File: config.mk
export PLATFORM = sky130hd
export DESIGN_NAME = replica_scatter
export DESIGN_NICKNAME = d
export VERILOG_FILES = /design/src/rtl/replica_pkg.sv /design/src/rtl/replica_slot.sv /design/src/rtl/replica_scatter.sv
export SDC_FILE = /design/constraint.sdc
export NUM_CORES = 1
export LEC_CHECK = 0
export CELL_PAD_IN_SITES_DETAIL_PLACEMENT = 0
export CELL_PAD_IN_SITES_GLOBAL_PLACEMENT = 2
export CORE_ASPECT_RATIO = 1.4
export CORE_MARGIN = 5
export CORE_UTILIZATION = 33
export DETAILED_ROUTE_END_ITERATION = 8
export GPL_TIMING_DRIVEN = 0
export PLACE_DENSITY_LB_ADDON = 0.05
export SYNTH_ARGS = -nofsm -noshare
export SYNTH_HDL_FRONTEND = slang
export SYNTH_HIERARCHICAL = 1
export SYNTH_SLANG_ARGS = --single-unit
File: constraint.sdc
create_clock -name clk -period 3.2 [get_ports clk]
set_input_delay 0.48 -clock clk [delete_from_list [all_inputs] [get_ports clk]]
set_output_delay 0.48 -clock clk [all_outputs]
set_load 0.01 [all_outputs]
File: src/rtl/replica_pkg.sv
// replica_pkg: shared widths and types for the replica scatter/router pair.
//   DATALEN  width of one real or imaginary component
//   REPLLEN  width of a lane number / pointer
//   REPLICA  number of replica lanes (2 .. 2**REPLLEN)
//   INDXLEN  width of the frequency index travelling with each sample
package replica_pkg;

  localparam int DATALEN = 16;
  localparam int REPLLEN = 4;
  localparam int REPLICA = 8;
  localparam int INDXLEN = 6;
  localparam int SAMPLEW = 2 * DATALEN;

  typedef struct packed {
    logic [DATALEN-1:0] re;
    logic [DATALEN-1:0] im;
  } sample_t;

  typedef logic [INDXLEN-1:0] index_t;
  typedef logic [REPLLEN-1:0] lane_t;

  // One extra bit so REPLICA == 2**REPLLEN still compares correctly.
  function automatic logic lane_legal(input lane_t l);
    return {1'b0, l} < (REPLLEN + 1)'(REPLICA);
  endfunction

  function automatic lane_t lane_next(input lane_t l);
    return (l == lane_t'(REPLICA - 1)) ? '0 : l + lane_t'(1);
  endfunction

endpackage

File: src/rtl/replica_slot.sv
// replica_slot: one-entry registered output slot for a single replica lane.
//   clk, rstn   clock, async active-low reset
//   clr         synchronous clear of the valid flag
//   load        write in_data/in_index this edge (only asserted when load_ok)
//   out_ready   consumer ready for this lane
//   in_data     sample to store
//   in_index    frequency index to store
//   out_valid   slot full
//   out_data    stored sample
//   out_index   stored index
//   load_ok     slot can take a beat this cycle (empty, or draining now)
module replica_slot
  import replica_pkg::*;
(
  input  logic    clk,
  input  logic    rstn,
  input  logic    clr,
  input  logic    load,
  input  logic    out_ready,
  input  sample_t in_data,
  input  index_t  in_index,
  output logic    out_valid,
  output sample_t out_data,
  output index_t  out_index,
  output logic    load_ok
);

  // Pass-through drain: a full slot being read this cycle can be refilled.
  assign load_ok = ~out_valid | out_ready;

  always_ff @(posedge clk or negedge rstn) begin
    if (!rstn) begin
      out_valid <= 1'b0;
      out_data  <= '0;
      out_index <= '0;
    end else if (clr) begin
      // Payload is left stale; only the valid flag matters after a clear.
      out_valid <= 1'b0;
    end else if (load) begin
      out_valid <= 1'b1;
      out_data  <= in_data;
      out_index <= in_index;
    end else if (out_ready) begin
      out_valid <= 1'b0;
    end
  end

endmodule

File: src/rtl/replica_scatter.sv
// replica_scatter: distributes a stream of complex samples over REPLICA lanes.
//   clk, rstn   clock, async active-low reset
//   clr         synchronous clear: empties all slots, rr_ptr -> 0
//   mode        0 = directed (in_dest), 1 = round-robin (rr_ptr)
//   in_valid    input beat valid
//   in_ready    input beat accepted when in_valid & in_ready
//   in_data     sample {re, im}
//   in_index    frequency index
//   in_dest     destination lane in directed mode
//   out_valid   per-lane slot full
//   out_ready   per-lane consumer ready
//   out_data    per-lane sample
//   out_index   per-lane index
//   rr_ptr      next round-robin lane
//   drop_err    one-cycle pulse after a directed beat to a nonexistent lane
//
// Handshake: a transfer happens on a rising edge where valid & ready are both
// high. Valid, once high, holds with stable payload until that edge; ready may
// depend combinationally on the other side's signals. in_ready here depends on
// out_ready, mode, in_dest and rr_ptr, but never on in_valid.
module replica_scatter
  import replica_pkg::*;
(
  input  logic               clk,
  input  logic               rstn,
  input  logic               clr,
  input  logic               mode,
  input  logic               in_valid,
  output logic               in_ready,
  input  sample_t            in_data,
  input  index_t             in_index,
  input  lane_t              in_dest,
  output logic [REPLICA-1:0] out_valid,
  input  logic [REPLICA-1:0] out_ready,
  output sample_t            out_data  [REPLICA],
  output index_t             out_index [REPLICA],
  output lane_t              rr_ptr,
  output logic               drop_err
);

  lane_t              tgt;
  logic               tgt_ok;
  logic               sel_ok;
  logic               accept;
  logic [REPLICA-1:0] load_ok;
  logic [REPLICA-1:0] load;

  always_comb begin
    tgt    = mode ? rr_ptr : in_dest;
    tgt_ok = lane_legal(tgt);
    sel_ok = 1'b0;
    for (int k = 0; k < REPLICA; k++) begin
      if (tgt == lane_t'(k)) sel_ok = load_ok[k];
    end
    // An illegal lane is always accepted so the beat can be discarded.
    in_ready = ~clr & (~tgt_ok | sel_ok);
    accept   = in_valid & in_ready;
  end

  for (genvar k = 0; k < REPLICA; k++) begin : g_lane
    assign load[k] = accept & tgt_ok & (tgt == lane_t'(k));

    replica_slot u_slot (
      .clk       (clk),
      .rstn      (rstn),
      .clr       (clr),
      .load      (load[k]),
      .out_ready (out_ready[k]),
      .in_data   (in_data),
      .in_index  (in_index),
      .out_valid (out_valid[k]),
      .out_data  (out_data[k]),
      .out_index (out_index[k]),
      .load_ok   (load_ok[k])
    );
  end

  // rr_ptr only moves on an accepted round-robin beat, so a full lane stalls
  // the rotation instead of being skipped.
  always_ff @(posedge clk or negedge rstn) begin
    if (!rstn) begin
      rr_ptr   <= '0;
      drop_err <= 1'b0;
    end else if (clr) begin
      rr_ptr   <= '0;
      drop_err <= 1'b0;
    end else begin
      drop_err <= accept & ~tgt_ok;
      if (accept && mode) rr_ptr <= lane_next(rr_ptr);
    end
  end

endmodule

==> flow_metrics.py <==
metrics = {
    "outcome": {
        "status": "complete, no violations",
    },
    "yosys": {
        "synth.area.top_cells": "dfrtp_1, mux2_4, mux2_2",
        "synth_area_mm2": 0.0131,
        "synthCells": 755,
        "ys_seq_area_share_pct": 60.4,
        "netlist.area_leader.share_pct": 60.4,
        "synth_top_area_cell": "dfrtp_1",
        "avgSynthCellArea_um2": 17.4,
        "synth_nets": 811,
        "synth_seq_cells": 317,
        "yosys_warnings": 6,
        "synth_cell_type_count": 36,
    },
    "die": {
        "rows": 86,
        "initial_core_util_pct": 33.3,
        "die_y_um": 246,
        "io_pins": 373,
        "die-area_mm2": 0.0439,
        "core-area_mm2": 0.0394,
        "die_w_um": 179,
    },
    "setup_path": {
        "critPathKind": "in -> reg",
        "worstPathArrival_ns": 3.45,
        "rrSetupSlack_ns": 0.16,
        "worstPathMaxFanout": 10,
        "endpoint_kind": "register",
        "path_common_cell": "buf_6",
        "path_cells": "dlygate4sd2_1 > buf_6 > mux2i_4 > a21oi_1 > a311oi_2 > o41ai_2 > buf_4 > a21o_1 > buf_6 > nor4_4 > nor2b_4 > buf_8 > buf_12 > mux2_4",
        "startpoint_type": "input pin",
        "r2r-start": "rr_ptr[1]",
        "critPathSlowestCell": "dlygate4sd2_1",
        "slowest_delay_ns": 0.35,
        "required_ns": 3.60,
        "startpoint": "mode",
    },
    "drt": {
        "drc": 0,
        "vias": 7851,
        "totalWireLength_um": 39200,
        "via_per_inst": 4.53,
        "wire_per_inst_um": 22.6,
        "drtPass1Iterations": 4,
        "final_antenna_net_count": 0,
        "drt_iter0_drc": 219,
    },
    "global_routing": {
        "grt_util_all_layers_pct": 17.4,
        "grt_pass1_wl_um": 57700,
        "grt_max_degree": 109,
        "grt_overflow": 0,
        "antenna_found_initial": 0,
        "first_global_vias": 8356,
    },
    "finish": {
        "layout_common_cells": "clkdlybuf4s50_1, dfrtp_1, mux2_4, mux2_2, clkbuf_16",
        "fillers": 3555,
        "area_growth_pct": 45.3,
        "fin_nets": 1242,
        "drive_gt1_share_pct": 36.3,
        "antenna_cells": 0,
        "mostFrequentLayoutCell": "clkdlybuf4s50_1",
    },
    "timing": {
        "setup_violations": 0,
        "tns_ns": 0,
        "rsz0062_at_grt": "no",
        "slew_viol_final": 0,
        "timing.final.hold_violations": 0,
        "fin_skew_ns": 0.0147,
        "clock.fmax_ghz": 0.327,
        "layout_min_cycle_time_ns": 3.06,
        "fin_crit_sh_pct": 95.5,
        "maxSlewHeadroom_pct": 42.2,
        "tightest_slew_ns": 0.867,
        "whs_ns": 0.441,
    },
    "clock_network": {
        "clock_latency_ns": 0.52,
        "cts.sinks": 317,
        "cts_buffer_depth": 3,
        "cts_made_buffers": 35,
        "cts.clk_slew.worst_paths_ns": 0.06,
        "root_buffer": "clkbuf_16",
        "cts_tree": "built",
        "ctsHtreeMaxLevel": 2,
    },
    "pwr": {
        "pwr-share-clk_pct": 36.4,
        "vdd_drop_max_v": 0.000329,
        "pwr-share-seq_pct": 43.5,
        "power_density_mw_per_mm2": 567,
        "p_leak_uw": 0.00855,
        "power.internal_uw": 8110,
        "combPwrFrac_pct": 20.0,
        "power.switching_uw": 2700,
        "swShare_pct": 25.0,
        "total_power_uw": 10800,
    },
    "placed_design": {
        "gp_congestion": 0.734,
        "portBuffers": 372,
        "hpwl_um": 27400,
    },
    "job": {
        "cap_violations": 0,
    },
    "min_path": {
        "hold_path_class": "in -> reg",
        "hold_start": "in_dest[3]",
    },
}
-- synth_stat cells (all sizes together) --
master    n
mux2i     5
clkbuf    2
nor4      8
nor2      5
nor2b     9
nand4     1
nand3b    2
a31oi     1
nor3      2
nor4b     1
buf      34
o21ai     1
nand3     1
nand2b   12
a211oi    1
inv      12
or3b      1
a21oi    13
mux2    307
dfrtp   317
a311oi    1
and3      1
ha        1
a311o     1
o22ai     1
a21o      3
o41ai     1
nand2     9
o22a      1
o32ai     1
-- cell families (layout without fill, tap and decap cells) --
| kind of cell | Yosys count | count (layout) | share of synthesized area, % |
|---|---|---|---|
| buffers and inverters | 48 | 500 | 4.16 |
| AOI/OAI and AO/OA | 25 | 25 | 1.26 |
| adders and majority gates | 1 | 1 | 0.0953 |
| and+or+nand+nor | 52 | 52 | 2.70 |
| DFF | 317 | 317 | 60.4 |
| muxes | 312 | 312 | 31.4 |
-- critical path, delay by kind of cell --
kind	cells	cell delay (ns)
buf+inv	6	1.23
compound gates	4	0.64
mux	2	0.61
simple gates	2	0.47
-- power by group through the flow --
stage	Sequential (uW)	Combinational (uW)	Clock (uW)
after floorplan	4970	585	0
after global placement	4770	2150	0
after detailed placement	4770	2160	0
after CTS	4710	2190	4110
after global routing	4760	2290	4260
final	4700	2160	3940
-- registers in the layout, summed over array words and instances, names as in the netlist --
signal,count
drop_err,1
g_lane.u_slot/out_data,256
g_lane.u_slot/out_index,48
g_lane.u_slot/out_valid,8
rr_ptr,4
-- final timing paths --
| path | to | cells after the start |
|---|---|---|
| max | g_lane[1].u_slot/out_data[4] | 14 |
| min | drop_err | 3 |
| max reg2reg | g_lane[1].u_slot/out_data[4] | 12 |
| min reg2reg | g_lane[7].u_slot/out_data[26] | 1 |
| max in group asynchronous | g_lane[0].u_slot/out_data[31] | 4 |
| min in group asynchronous | g_lane[6].u_slot/out_data[8] | 2 |
-- layer usage --
| layer | global-route usage (%) | vias up | share of wire (%) |
|---|---|---|---|
| met5 | 0 | - | 0 |
| met4 | 4.59 | 0 | 2.4 |
| met3 | 5.19 | 56 | 7.7 |
| met2 | 29.7 | 259 | 50 |
| met1 | 21.5 | 4016 | 40 |
| li1 | - | 3520 | - |
-- area by class of cell --
cell class / instances / area, um2 / share of cell area (%)
multi-input cells: 390 / 4790 / 25.1
plain buffers: 36 / 547 / 2.87
repair buffers: 394 / 4000 / 21.0
clock inverters: 6 / 58.8 / 0.308
inverters: 12 / 45.0 / 0.236
flip-flops and latches: 317 / 7930 / 41.6
well taps: 528 / 661 / 3.46
clock buffers: 52 / 1040 / 5.46
-- metrics by stage --
stage | util (%) | setup WS, ns | instance area [um2] | instances
5_1_grt | 48.4 | 0.0113 | 19100 | 1735
6_report | 48.4 | 0.143 | 19100 | 1735
4_1_cts | 47.9 | -0.000580 | 18900 | 1722
3_3_place_gp | 44.5 | -13.16 | 17500 | 1655
3_5_place_dp | 44.7 | -0.890 | 17600 | 1658
2_1_floorplan | - | 0.333 | 13100 | 755
-- what timing repair did --
action                                  CTS  global route
setup buffers                             5            13
gates resized for setup                  25            16
pin swaps                                 1             2
endpoints found under the hold margin    58             0
hold buffers                              1             0
endpoints found under the setup margin  297           219
Note: power is estimated with default switching activity, not from simulation.
